===== src/rtl/riscv_mem_stage.sv =====
// RV32I MEM stage: drives the data-memory port from EX/MEM values, aligns loads/stores, holds the MEM/WB register.
// Optional MEM_MISALIGN_CHECK_EN: suppresses misaligned half/word accesses instead of truncating the address.
`ifndef CONTROL_SIGNALS_WIDTH
`define CONTROL_SIGNALS_WIDTH 8
`define MEM_READ 0
`define MEM_WRITE 1
`define MEM_UNSIGNED 2
`define MEM_WIDTH 4:3
`define MEM_BYTE 2'b00
`define MEM_HALF 2'b01
`define MEM_WORD 2'b10
`endif

module riscv_mem_stage (
  input  logic                              clk,
  input  logic                              reset,
  input  logic [31:0]                       ex_pc,
  input  logic [31:0]                       ex_alu_result,
  input  logic [31:0]                       ex_rs2_data,
  input  logic [4:0]                        ex_rd_addr,
  input  logic [`CONTROL_SIGNALS_WIDTH-1:0] ex_control_signals,
  input  logic                              ex_valid,
  output logic [31:0]                       dmem_addr,
  input  logic [31:0]                       dmem_data_in,
  output logic [31:0]                       dmem_data_out,
  output logic                              dmem_read,
  output logic                              dmem_write,
  output logic [3:0]                        dmem_byte_enable,
  output logic [31:0]                       wb_pc,
  output logic [31:0]                       wb_alu_result,
  output logic [31:0]                       wb_mem_data,
  output logic [4:0]                        wb_rd_addr,
  output logic [`CONTROL_SIGNALS_WIDTH-1:0] wb_control_signals,
  output logic                              wb_valid
);

  logic [1:0]  offset;
  logic [1:0]  width;
  logic        is_unsigned;
  logic        misaligned;
  logic [3:0]  lane_en;
  logic [31:0] store_data;
  logic [31:0] load_data;
  logic [7:0]  load_byte;
  logic [15:0] load_half;

  assign offset      = ex_alu_result[1:0];
  assign width       = ex_control_signals[`MEM_WIDTH];
  assign is_unsigned = ex_control_signals[`MEM_UNSIGNED];

`ifdef MEM_MISALIGN_CHECK_EN
  always_comb begin
    misaligned = 1'b0;
    if (width == `MEM_HALF)
      misaligned = offset[0];
    else if (width != `MEM_BYTE)
      misaligned = (offset != 2'b00);
  end
`else
  assign misaligned = 1'b0;
`endif

  assign dmem_addr  = ex_alu_result;
  assign dmem_read  = ex_valid & ~misaligned & ex_control_signals[`MEM_READ];
  assign dmem_write = ex_valid & ~misaligned & ex_control_signals[`MEM_WRITE];

  // Big-endian lane order: offset 0 lives in bits 31:24, enable bit 3.
  always_comb begin
    load_byte = dmem_data_in[31:24];
    case (offset)
      2'd0: load_byte = dmem_data_in[31:24];
      2'd1: load_byte = dmem_data_in[23:16];
      2'd2: load_byte = dmem_data_in[15:8];
      2'd3: load_byte = dmem_data_in[7:0];
      default: load_byte = dmem_data_in[31:24];
    endcase
    load_half = offset[1] ? dmem_data_in[15:0] : dmem_data_in[31:16];
  end

  always_comb begin
    lane_en    = 4'b1111;
    store_data = ex_rs2_data;
    load_data  = dmem_data_in;
    case (width)
      `MEM_BYTE: begin
        lane_en    = 4'b1000 >> offset;
        store_data = {ex_rs2_data[7:0], 24'h0} >> {offset, 3'b000};
        load_data  = {{24{~is_unsigned & load_byte[7]}}, load_byte};
      end
      `MEM_HALF: begin
        lane_en    = offset[1] ? 4'b0011 : 4'b1100;
        store_data = offset[1] ? {16'h0, ex_rs2_data[15:0]} : {ex_rs2_data[15:0], 16'h0};
        load_data  = {{16{~is_unsigned & load_half[15]}}, load_half};
      end
      default: begin
        lane_en    = 4'b1111;
        store_data = ex_rs2_data;
        load_data  = dmem_data_in;
      end
    endcase
  end

  assign dmem_byte_enable = (dmem_read | dmem_write) ? lane_en : 4'b0000;
  assign dmem_data_out    = store_data;

  always_ff @(posedge clk) begin
    if (reset) begin
      wb_pc              <= 32'h0;
      wb_alu_result      <= 32'h0;
      wb_mem_data        <= 32'h0;
      wb_rd_addr         <= 5'h0;
      wb_control_signals <= '0;
      wb_valid           <= 1'b0;
    end else begin
      wb_pc              <= ex_pc;
      wb_alu_result      <= ex_alu_result;
      wb_mem_data        <= dmem_read ? load_data : 32'h0;
      wb_rd_addr         <= ex_rd_addr;
      wb_control_signals <= ex_control_signals;
      wb_valid           <= ex_valid;
    end
  end

endmodule


===== config.mk =====
export PLATFORM = sky130hd
export DESIGN_NAME = riscv_mem_stage
export DESIGN_NICKNAME = d
export VERILOG_FILES = /design/src/rtl/riscv_mem_stage.sv
export SDC_FILE = /design/constraint.sdc
export NUM_CORES = 1
export LEC_CHECK = 0
export ABC_CLOCK_PERIOD_IN_PS = 5800
export CORE_MARGIN = 4
export CORE_UTILIZATION = 30
export DETAILED_ROUTE_END_ITERATION = 7
export HOLD_SLACK_MARGIN = 0.12
export PLACE_DENSITY = 0.72
export SLEW_MARGIN = 20
export SYNTH_ARGS = -nofsm -noshare
export SYNTH_HDL_FRONTEND = slang
export SYNTH_SLANG_ARGS = --single-unit

===== constraint.sdc =====
create_clock -name clk -period 5.8 [get_ports clk]
set_clock_uncertainty 0.1 [all_clocks]
set_input_delay 1.16 -clock clk [delete_from_list [all_inputs] [get_ports clk]]
set_output_delay 1.16 -clock clk [all_outputs]
set_load 0.02 [all_outputs]

Word-level counts from Yosys, hierarchy flattened
Index checks and enable logic that the tools add are counted.
{ "classes": {"eq_ne": 4, "n_shift": 2, "n_mux": 8, "n_bitwise": 7, "n_reduce_logical": 3} }
{ "op_table": {"columns": ["cell", "count"], "rows": [
  ["$pmux W32 S2", 2],
  ["$mux W32", 1],
  ["$pmux W8 S4", 1],
  ["$shr A32 B5 Y32", 1],
  ["$mux W16", 1],
  ["$mux W4", 2],
  ["$pmux W4 S2", 1],
  ["$and A1 B1 Y1", 4],
  ["$eq A2 B1 Y1 const B", 2],
  ["$eq A2 B2 Y1 const B", 2],
  ["$logic_not A2 Y1", 2],
  ["$shr A4 B2 Y4 const A", 1],
  ["$not A1 Y1", 2],
  ["$reduce_or A2 Y1", 1],
  ["$or A1 B1 Y1", 1]
]} }
{ "totals": {"regBits": 110, "input_bits": 144, "out_inout_bits": 180, "wordCells": 30} }

Depth between registers and ports, before layout
Gate-level depths: netlist (run 1).
{ "depth": {"ltp_word": 4, "ltp_mapped": 6, "mapped_depth_nobuf": 3} }

Worst setup path after synthesis (run 1)
Ideal clock, no wire load.
{ "synth_path": {"path_type": "input -> output", "from": "input ex_control_signals[3]", "to": "output dmem_data_out[15]", "arrival_ps": 2584, "t_required_ps": 4540, "slack_ps": 1956, "cell_stages": 5, "path_buffers": 3, "path_cell_list": "clkbuf_1 -> clkbuf_1 -> clkbuf_1 -> a22oi_1 -> o21ai_0"} }
{ "synth_via": {"elab_chain_len": 2, "word_cells_on_any_way": 3, "classes_between": "1 x eq/ne; 1 x mux; 1 x reduce/logical"} }
{ "synth_rtl": {"columns": ["item", "line", "text"], "rows": [
  ["from (decl)", "21", "input logic [`CONTROL_SIGNALS_WIDTH-1:0] ex_control_signals,"],
  ["$eq A2 B1 Y1 or $logic_not A2 Y1 (tied branches)", "84", "case (width)"],
  ["$pmux W32 S2 (*)", "84", null],
  ["to (decl)", "25", "output logic [31:0] dmem_data_out,"]
]} }
Mark *: on every way between the ends. The rest lies on a longest branch, timed or not.

Worst setup path after layout (run 1)
{ "layout_path": {"from": "input ex_control_signals[3]", "to": "output dmem_data_out[8]"} }
Same word-level chain as after synthesis.

==> results of run 1 <==
[registers in the layout (all words and copies together) (netlist names)]
name and cells:
wb_valid 1, wb_mem_data 32, wb_rd_addr 5, wb_alu_result 32, wb_control_signals 8, wb_pc 32
[through the flow]
step | hold WS [ns] | power, mW | worst slack, ns | instances
after detailed placement | 1.62 | 1.27 | 0.815 | 882
after global placement | 1.62 | 1.26 | 0.929 | 882
after global routing | 1.26 | 1.94 | 0.654 | 898
after floorplan | 1.18 | 1.01 | 1.96 | 437
after CTS | 1.24 | 1.89 | 0.832 | 898
final | 1.26 | 1.86 | 0.767 | 898
[cells in the final DEF, fill, tap and decap left out, drive strengths merged, types with 2 or more instances in the layout]
cell type,synthesis,layout
a21oi,7,7
a311oi,8,8
clkdlybuf4s50,0,321
o211ai,3,3
nor4b,6,6
o21a,3,3
o2bb2ai,16,16
a31oi,4,4
and3,9,9
o221ai,2,2
o22ai,8,8
a22o,8,8
mux2i,4,4
and2,12,12
nor3b,3,3
and3b,2,2
nor2,10,10
nor3,2,2
dfxtp,110,110
inv,11,11
mux2,3,3
nand2,13,13
a22oi,10,10
o21ai,13,13
clkinv,0,2
a222oi,9,9
clkbuf,29,11
nor2b,84,84
buf,38,11
a32oi,4,4
clkinvlp,0,2
[cell type report]
cell class / instances / share of cell area
Inverter: 11 / 0.00532
Tap cell: 180 / 0.0290
Timing Repair Buffer: 332 / 0.424
Multi-Input combinational cell: 249 / 0.218
Clock buffer: 11 / 0.0313
Clock inverter: 5 / 0.00758
Sequential cell: 110 / 0.284
[logic make-up (layout without fill, tap and decap cells)]
| family | after synthesis | in the layout |
|---|---|---|
| simple gates | 146 | 146 |
| flops | 110 | 110 |
| compound gates | 96 | 96 |
| buf+inv | 78 | 359 |
| mux | 7 | 7 |
[metal layers]
| metal | vias up | wire length, um | GRT usage |
|---|---|---|---|
| met3 | 34 | 1520 | 0.0613 |
| li1 | 2048 | - | - |
| met4 | 0 | 406 | 0.0718 |
| met5 | - | 0 | 0 |
| met1 | 2036 | 6280 | 0.203 |
| met2 | 266 | 8800 | 0.360 |
[path summary, 6_finish.rpt]
| path | startpoint | to | cells past startpoint |
|---|---|---|---|
| setup / recovery | ex_control_signals[3] | dmem_data_out[8] | 6 |
| hold / removal | ex_control_signals[5] | wb_control_signals[5] | 2 |
[where the power goes]
part	switching [mW]	internal, mW	total [mW]
clock	0.270	0.347	0.616
combinational	0.211	0.238	0.449
sequential	0.00882	0.790	0.799
total	0.489	1.38	1.86
==> results.md, run 1 <==
* Max incr delay on CP at between 0.7 and 0.8 ns
* Outcome: complete, no violations
* Area occupied by registers at 2200 um2
* Distinct cells, synth at 38
* CP dominant cell by count: clkdlybuf4s50_1
* Residual DRC count at 0
* CTS tree: yes
* Synth Instances at ~440
* Hold-fix buffers, CTS at 0
* Antenna diodes at 0
* Input/output buffers at about 320
* Synth Area in Simple Gates at 0.203
* Largest family of logic cells by synthesized area: simple AND/OR/NAND/NOR gates
* Setup TNS Final at 0 ns
* Core area at between 10000 and 15000 um2
* Layout cell share with drive strength beyond 1 at 0.0460
* First-pass GRT wire length at about 24000 um
* Synth area leaders: dfxtp_1 51%, nor2b_1 12%, buf_4 5.7%
* Synth Area in Adders at 0
* Post-synth net total at approximately 580
* P_leak at 2.93 nW
* RSZ-0062 raised after global routing: false
* CP endpoint kind: output pin
* Grt ovf at 0
* Post-synth ARST share at 0
* Area growth from synthesis to layout at 79.5%
* GP Congestion at slightly above 0.9
* Placed Instance Area at between 7000 and 8000 um2
* Crit-path cells: clkdlybuf4s50_1, buf_4, nor3_1, a22oi_1, o21ai_0, clkdlybuf4s50_1
* Die Ht at about 130 um
* Final Cell Area at between 7000 and 8000 um2
* Initial Utilization at 0.309
* Slowest CP cell: nor3_1
* Vias at 4384
* Top cells by count, synth: 110 x dfxtp_1, 84 x nor2b_1, 33 x buf_4, 29 x clkbuf_1, 16 x o2bb2ai_1
* Horiz. Die Dim at roughly 130 um
* H-tree depth at 3
* Clock sink count at 110
* Max Cap Viol at 0
* Fin crit period at roughly 5 ns
* Max-slew violations at 0
* IO Pins at between 300 and 400
* Synth area leader: dfxtp_1
* Maximum number of pins on one net before global-route repair at 80
* Synth Area in Compound Gates at 0.169
* TritonRoute pass-1 iters at 5
* Predominant post-synthesis flop cell: dfxtp_1
* Util after Layout at 0.554
* Per-cell routed wire length at ~19 um
* Die area at about 16000 um2
* Crit-path leading delay family: buffers and inverters
* Mapped cell area at roughly 4300 um2
* Yosys reg bits at 110
* Post-CTS setup-driven buffer insertion count at 0
* Sequential area share after synthesis at 0.510
* Number of buffers created by CTS at 9
* Final wirelength at about 17000 um
* DRT iter0 DRCs at 249
* Max Root-Sink Buffers at 2
* Synth Area per Inst at 9.89 um2
* EDFF count, synth at 0
* Post_cts resized at 0
* PD cells at about 240 nW/um2
* Hold crit path type: primary input to flop
* Initial antenna violation count at 0
* Critical Path AT at about 3.8 ns
* Root Driver: clkbuf_16
* Final Hold Fails at 0
* DP Wirelength at approximately 14000 um
* Most frequent cell after synthesis: dfxtp_1
* Antenna viol nets, final at 0
* Fillers at around 1200
* Mux share of post-synthesis cell area at 0.0180
* Number of global-route vias before repair at 4467
* Max-Slew Margin vs Limit at 0.366
* Num rows at 43
* Crit Path Category: primary input to output pin
* GRT Total Usage at 0.194
* Final period util at 0.868
* Reg clk slew, reported paths at around 0.070 ns
* Peak Freq at 199 MHz
* Worst slew pin tran at 0.952 ns
* Worst endpoint required time at 4.54 ns
* Critical path launch point type: primary input
* XOR/XNOR Fraction of Synth Area at 0
* Vias per inst at 4.88
* Synth top area share at 0.510
* Setup violations, final at 0
* Crit Path Max Fanout at 45
* Area of the multi-input gates at ~1700 um2
* Buffers plus inverters on the worst setup path at 3
* Synth warn at 0
* Layout Nets at 857
* IR drop worst, VDD at 0.000135 V
Power figures use the tool's default switching activity.
==> run 2, diff against run 1 <==
CORE_ASPECT_RATIO = 0.6   (was default)
==> results.md, run 2 (same netlist as run 1, synthesis figures left out) <==
* Outcome: complete, no violations
* Fin crit period at 5.10 ns (+0.0636 ns)
* Worst endpoint required time at 4.54 ns (about the same)
* Area occupied by registers at 2200 um2 (unchanged)
* Setup TNS Final at 0 ns (unchanged)
* Clock power frac at 0.329 (-0.002)
* GP Congestion at 0.884 (-2.4%)
* Antenna viol nets, final at 0 (unchanged)
* DRT iter0 DRCs at 232 (-6.8%)
* Core area at 13900 um2 (-0.82%)
* Most common cell after layout, fill and taps aside: clkdlybuf4s50_1
* Per-cell routed wire length at 18.2 um (-4.0%)
* RSZ-0062 raised after global routing: false
* Critical Path AT at 3.84 ns (+0.07 ns)
* Horiz. Die Dim at 163 um (+27%)
* CP endpoint kind: output pin
* Peak Freq at 196 MHz (-1.2%)
* Num rows at 33 (-23%)
* Area growth from synthesis to layout at 80.1%
* Final wirelength at 16600 um (-2.5%)
* Max-Slew Margin vs Limit at 0.400 (+0.0339)
* Initial Utilization at 0.311 (+0.00256)
* Initial antenna violation count at 0 (unchanged)
* Switching share of power at 0.274 (+0.0112)
* GRT Total Usage at 0.188 (-0.00540)
* Max incr delay on CP at 0.76 ns (-0.03 ns)
* Vias per inst at 4.69 (-4.0%)
* Area of the multi-input gates at 1690 um2 (unchanged)
* Hold-fix buffers, CTS at 0 (unchanged)
* Vias at 4275 (-2.5%)
* Max Root-Sink Buffers at 2 (unchanged)
* GRT busiest layer: met2
* Number of buffers created by CTS at 9 (unchanged)
* Hold path startpoint: ex_pc[27]
* Crit Path Category: primary input to output pin
* Most frequent cells in the layout: 321 x clkdlybuf4s50_1, 110 x dfxtp_1, 84 x nor2b_1, 16 x o2bb2ai_1
* Biggest regs: wb_alu_result: 32 flops, wb_mem_data: 32 flops, wb_pc: 32 flops
* CTS tree: yes
* TritonRoute pass-1 iters at 5 (unchanged)
* Util after Layout at 0.561 (+0.00640)
* Fillers at 1223 (+0.91%)
* Residual DRC count at 0 (unchanged)
* Post_cts resized at 0 (unchanged)
* Crit-path cells: clkdlybuf4s50_1, or2_2, a21oi_1, nor2b_1, clkdlybuf4s50_1
* Internal power consumption at 1.35 mW (-1.6%)
* Placed Instance Area at 7480 um2 (+0.37%)
* Buffers plus inverters on the worst setup path at 2 (-1)
* First-pass GRT wire length at 24200 um (-0.99%)
* DP Wirelength at 13200 um (-2.6%)
* Root Driver: clkbuf_16
* Hold crit path type: primary input to flop
* Grt met3 use at 0.0584 (-0.00281)
* Number of global-route vias before repair at 4283 (-4.1%)
* Slowest CP cell: a21oi_1
* CP dominant cell by count: clkdlybuf4s50_1
* Die area at 16400 um2 (+0.38%)
* PD cells at 240 nW/um2 (-0.37%)
* Final period util at 0.879 (+0.0110)
* IR drop worst, VDD at 0.000140 V (+4.4%)
* Max Cap Viol at 0 (unchanged)
* Layout cell share with drive strength beyond 1 at 0.0500 (+0.00404)
* Clock sink count at 110 (unchanged)
* P_leak at 2.94 nW (+0.55%)
* Die Ht at 101 um (-21%)
* Maximum number of pins on one net before global-route repair at 80 (unchanged)
* Combinational fraction of design power at 0.242 (about the same)
* Sequential Power Share at 0.428 (about the same)
* Input/output buffers at 323 (unchanged)
* Met2 global-route usage at 0.321 (-0.0394)
* Worst slew pin tran at 0.901 ns (-0.0508 ns)
* Max-slew violations at 0 (unchanged)
* Crit-path leading delay family: buffers and inverters
* Layout Nets at 859 (+0.23%)
* Psw at 510 uW (+4.2%)
* Reg clk slew, reported paths at 0.07 ns (about the same)
* Critical Path Start: ex_control_signals[3]
* Crit Path Max Fanout at 14 (-69%)
* Final Hold Fails at 0 (unchanged)
* Critical path launch point type: primary input
* Setup violations, final at 0 (unchanged)
* Grt ovf at 0 (unchanged)
* Final Cell Area at 7780 um2 (+0.32%)
* Antenna diodes at 0 (unchanged)
* H-tree depth at 3 (unchanged)
* Post-CTS setup-driven buffer insertion count at 0 (unchanged)
* IO Pins at 324 (unchanged)
* Met1 Use GR at 0.242 (+0.0388)
[run 2: path summary, 6_finish.rpt]
check | slack [ns] | cells past startpoint | end
worst max-delay path | 0.70 | 5 | dmem_data_out[7]
worst min-delay path | 1.27 | 2 | wb_pc[27]
[run 2: final cells by class]
cell class | instances | share of cell area
inverters | 11 | 0.00531
clock buffers | 11 | 0.0325
flip-flops and latches | 110 | 0.283
well taps | 192 | 0.0309
clock inverters | 5 | 0.00595
multi-input cells | 249 | 0.218
repair buffers | 334 | 0.425
[run 2: stage by stage]
| step | hold slack, ns | instances | power (mW) | worst slack (ns) |
|---|---|---|---|---|
| detailed placement | 1.62 | 896 | 1.27 | 0.747 |
| global placement | 1.62 | 895 | 1.26 | 0.861 |
| CTS | 1.26 | 912 | 1.88 | 0.737 |
| floorplan | 1.18 | 437 | 1.01 | 1.96 |
| global route | 1.25 | 912 | 1.94 | 0.552 |
| finish | 1.27 | 912 | 1.86 | 0.704 |
[run 2: layer usage]
layer  part of all wire  routed length [um]  up-vias
met5                  0                   0        -
met4             0.0043                  71        0
met3              0.084                1400        6
met2               0.49                8100      219
met1               0.42                7030     2007
li1                   -                   -     2043
[run 2: power groups by stage]
| stage | Sequential (mW) | Clock [mW] | Combinational (mW) |
|---|---|---|---|
| floorplan | 0.861 | 0 | 0.152 |
| global placement | 0.816 | 0 | 0.447 |
| detailed placement | 0.817 | 0 | 0.451 |
| CTS | 0.799 | 0.632 | 0.454 |
| global route | 0.802 | 0.660 | 0.476 |
| finish | 0.798 | 0.613 | 0.452 |
==> run 3, diff against run 2 <==
HOLD_SLACK_MARGIN = 0.05   (was 0.12)
==> results of run 3 <==
Same layout as run 2: the final DEF is identical, and so are final timing and power.
